<file path="src/rtl/lane_frame_loader_pkg.sv">
// Shared definitions for the lane frame loader: default geometry, FSM states
// and the bit positions inside frame_err.
package lane_frame_loader_pkg;

  localparam int NUM_LANES_DEF = 26;
  localparam int LANE_W_DEF    = 8;

  localparam int ERR_SHORT = 0;
  localparam int ERR_LONG  = 1;

  typedef enum logic [1:0] {
    FILL  = 2'd0,
    DRAIN = 2'd1,
    HOLD  = 2'd2
  } state_t;

endpackage

</file>
<file path="src/rtl/lane_frame_loader.sv">
// Assembles a framed byte stream into a packed bank of NUM_LANES byte lanes and
// holds it for the downstream lanes; short frames are padded, long ones truncated.
module lane_frame_loader
  import lane_frame_loader_pkg::*;
#(
  parameter int                NUM_LANES = NUM_LANES_DEF,
  parameter int                LANE_W    = LANE_W_DEF,
  parameter logic [LANE_W-1:0] PAD_VALUE = '0
) (
  input  logic                        clk_i,
  input  logic                        rst_i,
  input  logic                        in_valid_i,
  input  logic [LANE_W-1:0]           in_data_i,
  input  logic                        in_last_i,
  output logic                        in_ready_o,
  output logic [NUM_LANES*LANE_W-1:0] lanes_o,
  output logic                        frame_valid_o,
  input  logic                        frame_ready_i,
  output logic [1:0]                  frame_err_o
);

  localparam int               IDX_W    = $clog2(NUM_LANES);
  localparam logic [IDX_W-1:0] LAST_IDX = IDX_W'(NUM_LANES - 1);

  state_t           state_reg, state_next;
  logic [IDX_W-1:0] idx_reg, idx_next;
  logic [1:0]       err_reg, err_next;
  logic             accept;
  logic             lane_we;
  logic             pad_en;

  // Ready is withheld during reset so no byte can slip in on the reset edge.
  assign in_ready_o    = (state_reg != HOLD) && !rst_i;
  assign accept        = in_valid_i && in_ready_o;
  assign frame_valid_o = (state_reg == HOLD);
  assign frame_err_o   = err_reg;

  always_ff @(posedge clk_i) begin
    if (rst_i) begin
      state_reg <= FILL;
      idx_reg   <= '0;
      err_reg   <= '0;
    end else begin
      state_reg <= state_next;
      idx_reg   <= idx_next;
      err_reg   <= err_next;
    end
  end

  always_comb begin
    state_next = state_reg;
    idx_next   = idx_reg;
    err_next   = err_reg;
    lane_we    = 1'b0;
    pad_en     = 1'b0;
    case (state_reg)
      FILL: begin
        if (accept) begin
          lane_we = 1'b1;
          if (idx_reg == LAST_IDX) begin
            if (in_last_i) begin
              state_next = HOLD;
            end else begin
              state_next         = DRAIN;
              err_next[ERR_LONG] = 1'b1;
            end
          end else begin
            // idx saturates at LAST_IDX; it is rewound only when HOLD releases.
            idx_next = idx_reg + IDX_W'(1);
            if (in_last_i) begin
              pad_en              = 1'b1;
              err_next[ERR_SHORT] = 1'b1;
              state_next          = HOLD;
            end
          end
        end
      end
      DRAIN: begin
        if (accept && in_last_i) state_next = HOLD;
      end
      HOLD: begin
        if (frame_ready_i) begin
          state_next = FILL;
          idx_next   = '0;
          err_next   = '0;
        end
      end
      default: state_next = FILL;
    endcase
  end

  // One register per lane: written when idx points at it, padded when a short
  // frame terminates below it.
  generate
    for (genvar gi = 0; gi < NUM_LANES; gi++) begin : g_lane
      logic [LANE_W-1:0] lane_reg;

      always_ff @(posedge clk_i) begin
        if (rst_i) begin
          lane_reg <= '0;
        end else if (lane_we && (idx_reg == IDX_W'(gi))) begin
          lane_reg <= in_data_i;
        end else if (pad_en && (idx_reg < IDX_W'(gi))) begin
          lane_reg <= PAD_VALUE;
        end
      end

      assign lanes_o[gi*LANE_W +: LANE_W] = lane_reg;
    end
  endgenerate

endmodule

</file>
<file path="config.mk">
export PLATFORM = sky130hd
export DESIGN_NAME = lane_frame_loader
export DESIGN_NICKNAME = d
export VERILOG_FILES = /design/src/rtl/lane_frame_loader_pkg.sv /design/src/rtl/lane_frame_loader.sv
export SDC_FILE = /design/constraint.sdc
export NUM_CORES = 1
export LEC_CHECK = 0
export ABC_CLOCK_PERIOD_IN_PS = 7300
export CAP_MARGIN = 20
export CELL_PAD_IN_SITES_DETAIL_PLACEMENT = 1
export CELL_PAD_IN_SITES_GLOBAL_PLACEMENT = 1
export CORE_ASPECT_RATIO = 1.25
export CORE_UTILIZATION = 39
export DETAILED_ROUTE_END_ITERATION = 10
export PLACE_DENSITY = 0.94
export SETUP_SLACK_MARGIN = 0.5
export SLEW_MARGIN = 10
export SYNTH_ARGS = -nofsm -noshare
export SYNTH_HDL_FRONTEND = slang
export SYNTH_SLANG_ARGS = --single-unit
</file>
<file path="constraint.sdc">
create_clock -name clk_i -period 7.3 [get_ports clk_i]
set_clock_uncertainty 0.2 [all_clocks]
set_input_delay 1.46 -clock clk_i [delete_from_list [all_inputs] [get_ports clk_i]]
set_output_delay 1.46 -clock clk_i [all_outputs]
set_load 0.05 [all_outputs]
</file>
# Yosys cells after proc, flatten, opt, wreduce, memory -nomap -nowiden
# Cells that the tools add are included.
# op_classes
magnitude_cmp	26
n_reduce_logical	89
mux	75
add_sub_neg	1
eq_ne	36
# ops
cell	count
2-to-1 mux 8 bit	52
logical AND 1 bit	55
nonzero test 2 bit	27
== test 5 bit (second input constant)	10
< comparator 5 bit (second input constant)	10
== test 5 x 4 -> 1 bit (second input constant)	8
< comparator 5 x 4 -> 1 bit (second input constant)	8
== test 5 x 3 -> 1 bit (second input constant)	4
< comparator 5 x 3 -> 1 bit (second input constant)	4
2-to-1 mux 5 bit	3
2-to-1 mux 2 bit	7
inequality test 2 bit (second input constant)	7
== test 5 x 2 -> 1 bit (second input constant)	2
< comparator 5 x 1 -> 1 bit (second input constant)	2
< comparator 5 x 2 -> 1 bit (second input constant)	2
2-to-1 mux 1 bit	10
one-hot mux 5 bit (2 select lines)	1
AND reduction 5 bit	2
AND reduction 4 bit	2
one-hot mux 2 bit (3 select lines)	1
adder 5 x 1 -> 5 bit (second input constant)	1
== test 5 x 1 -> 1 bit (second input constant)	1
logical NOT 5 bit	1
one-hot mux 2 bit (2 select lines)	1
6 further kinds	6
# word_totals
ff_bits	217
elab_cells	257
output_inout_bits	212

# Depth between registers and ports, before layout
# logic_depth
word_depth	8
mapped_depth	9
ltp_nobuf	7

# Least setup slack after synthesis
# Ideal clock, no wire load.
# synth_path
kind	input to output
start	in rst_i
end	out in_ready_o
path_slack_ns	2.595
n_path_buf	5
t_arrival_ns	3.045
required_time_ns	5.640
cell_stages	6
path_cell_list	buf_6 -> buf_2 -> clkbuf_1 -> clkbuf_1 -> clkbuf_1 -> nor2_1
# synth_between
elab_chain_len	2
# synth_lines
element	line_no	text
start, declared	lane_frame_loader.sv:11	input logic rst_i,
logical NOT 1 bit	lane_frame_loader.sv:33	assign in_ready_o = (state_reg != HOLD) && !rst_i;
logical AND 1 bit	lane_frame_loader.sv:33	
end, declared	lane_frame_loader.sv:15	output logic in_ready_o,
# Every way passes these cells.

# Worst setup path after layout
# Ends and elaborated chain as after synthesis.

==> results_dict.tcl <==
set metrics [dict create \
    seq_power_share_pct 48.5 \
    overflow 0 \
    die_h_um 162 \
    seq_area_frac_synth_pct 54.6 \
    p_switching_uw 586 \
    grt_pass1_wl_um 45700 \
    period_needed_ps 4240 \
    tightest_slew_ps 1080 \
    rows 58 \
    syn_inst 782 \
    cp_data_arrival_time_ps 2580 \
    finalHoldViolations 0 \
    crit_fanout 9 \
    n_antenna_cell 0 \
    avgSynthCellArea_um2 10.2 \
    synth_top_cell_by_area "dfxtp_1" \
    tns_ps 0 \
    ir_drop_v 0.000194 \
    ys_types 64 \
    largest_register_ffs 208 \
    globalRouteMet1Util_pct 32.4 \
    cts_resized 0 \
    drtPass1Iterations 7 \
    drc 0 \
    grt.met3_usage_pct 5.90 \
    p_clk_share_pct 45.8 \
    worstPathRequired_ps 5640 \
    io_pins 225 \
    htree_num_levels 1 \
    vias 7489 \
    p_per_area_nw_per_um2 223 \
    fin_nets 994 \
    critical_path.startpoint_type "input port" \
    syn_nets 800 \
    wl_per_cell_um 24.1 \
    cts_hold_buf 0 \
    setup_viol 0 \
    end_kind "output port" \
    max_cap_violations 0 \
    wl_um 30400 \
    async_reset_ff_share_pct 0 \
    synth.area.top_cells "dfxtp_1 55%, a22o_1 8.0%, o2bb2ai_1 6.2%" \
    drv_slew 0 \
    clk_latency_ps 510 \
    netlist_area_um2 7960 \
    yosysTopAreaCellShare_pct 54.6 \
    viasPerCell 5.94 \
    synthFlopType "dfxtp_1" \
    dp_hpwl_um 20500 \
    layout-drive-gt1-share_pct 7.06 \
    gp_congestion 0.852 \
    fin_hold_ws_ps 266 \
    fp.dieW_um 130 \
    setup.worst_path.class "in2out" \
    area_growth_pct 38.8 \
    combPwrFrac_pct 5.7 \
    finalCritPeriodShare_pct 58.1 \
    ant_nets 0 \
    clock_path_buffers 3 \
    yosys_warnings 0 \
    antenna_found_initial 0 \
    grt_use_met2_pct 50.6 \
    drtIter0Drc 522 \
    clock-sinks 217 \
    p_int_mw 1.88 \
    placement.io_buffers 224 \
    grt_max_degree 75 \
    cts-root-buf "clkbuf_16" \
    tritoncts "built" \
    synth_edf_count 0 \
    grt_use_total_pct 28.4 \
    path_clk_slew_ps 60 \
    slew_headroom_pct 27.7 \
    grt_most_used_layer "met2" \
    start_util_pct 39.7 \
    place_inst 1220 \
    p_leak_nw 3.81 \
    hp-class "reg2reg" \
    die_area_um2 21000 \
    swShare_pct 23.8 \
    post_cts.repair.setup_buffers 0 \
    max_freq_ghz 0.236 \
    finalNonFillerCells 1261 \
    grt_pass1_vias 7646 \
    status "finished clean" \
    cts_made_buffers 22 \
    synth-seq-cells 217 \
    coreArea_um2 20000 \
    power.total_mw 2.46 \
    rsz0062_at_grt "false" \
]
kinds of logic after synthesis:
| family | share of synthesized area, % |
|---|---|
| compound gates | 27.3 |
| flops | 54.6 |
| simple gates | 13.4 |
| buf+inv | 3.87 |
| fa+ha+maj | 0.786 |
| mux | 0.141 |
worst paths after layout:
check                                     start                             endpoint  slack (ps)  depth (start not counted)
max                                       rst_i                           in_ready_o        3060                          3
min          g_lane[6].lane_reg[6]$_SDFFE_PP0P_   g_lane[6].lane_reg[6]$_SDFFE_PP0P_         270                          2
max reg2reg             idx_reg[1]$_SDFFE_PP0P_  g_lane[25].lane_reg[3]$_SDFFE_PP0P_        4110                          6
min reg2reg  g_lane[6].lane_reg[6]$_SDFFE_PP0P_   g_lane[6].lane_reg[6]$_SDFFE_PP0P_         270                          2
per-stage QoR:
step	util (%)	area (µm²)	setup slack [ps]
3_3_place_gp	51.4	10300	2650
4_1_cts	55.0	11000	2880
2_1_floorplan	-	7960	2590
3_5_place_dp	51.4	10300	2440
5_1_grt	55.2	11000	3030
6_report	55.2	11000	3060
layout make-up:
type                            instances  area (µm²)
Fill cell                            2174        8980
Sequential cell                       217        4340
Multi-Input combinational cell        493        3310
Timing Repair Buffer                  228        2280
Clock buffer                           35         701
Tap cell                              270         338
Inverter                               14        52.6
Clock inverter                          4        28.8
cells in the final DEF (no fill, tap or decap), drive strengths merged, types with 3 or more instances in the layout:
| master | n |
|---|---|
| clkdlybuf4s50 | 223 |
| dfxtp | 217 |
| nand2 | 80 |
| a22o | 73 |
| a21oi | 59 |
| o2bb2ai | 56 |
| o21ai | 50 |
| clkbuf | 36 |
| nand3 | 28 |
| nor2 | 18 |
| inv | 14 |
| nor3 | 14 |
| o22ai | 13 |
| nor2b | 11 |
| a32o | 8 |
| nand2b | 6 |
| nand4 | 6 |
| and3 | 6 |
| o32ai | 5 |
| ha | 5 |
| a31oi | 4 |
| a31o | 4 |
| o211ai | 4 |
| buf | 4 |
| a211oi | 3 |
| nand4b | 3 |
| a21boi | 3 |
| nor4 | 3 |
cells in the mapped netlist, types with 12 or more instances:
cell type / n
a21oi_1: 58
a22o_1: 73
buf_2: 12
clkbuf_1: 32
dfxtp_1: 217
inv_1: 13
nand2_1: 80
nand3_1: 28
nor2_1: 16
o21ai_0: 49
o22ai_1: 13
o2bb2ai_1: 56
power by group through the flow:
stage | sequential, mW | clock, mW | combinational, mW
6_report | 1.19 | 1.13 | 0.142
5_1_grt | 1.19 | 1.19 | 0.147
4_1_cts | 1.19 | 1.14 | 0.137
3_5_place_dp | 1.22 | 0 | 0.136
3_3_place_gp | 1.22 | 0 | 0.133
2_1_floorplan | 1.23 | 0 | 0.0789
layer usage:
metal,vias up,wire (µm)
li1,3305,-
met1,3723,11500
met2,368,15400
met3,93,2300
met4,0,1220
met5,-,0
worst max-delay path, stage by stage:
cell	delay, ps
buf_2	180
nor2_1	120
clkdlybuf4s50_1	810
Note: power is estimated with default switching activity, not from simulation.
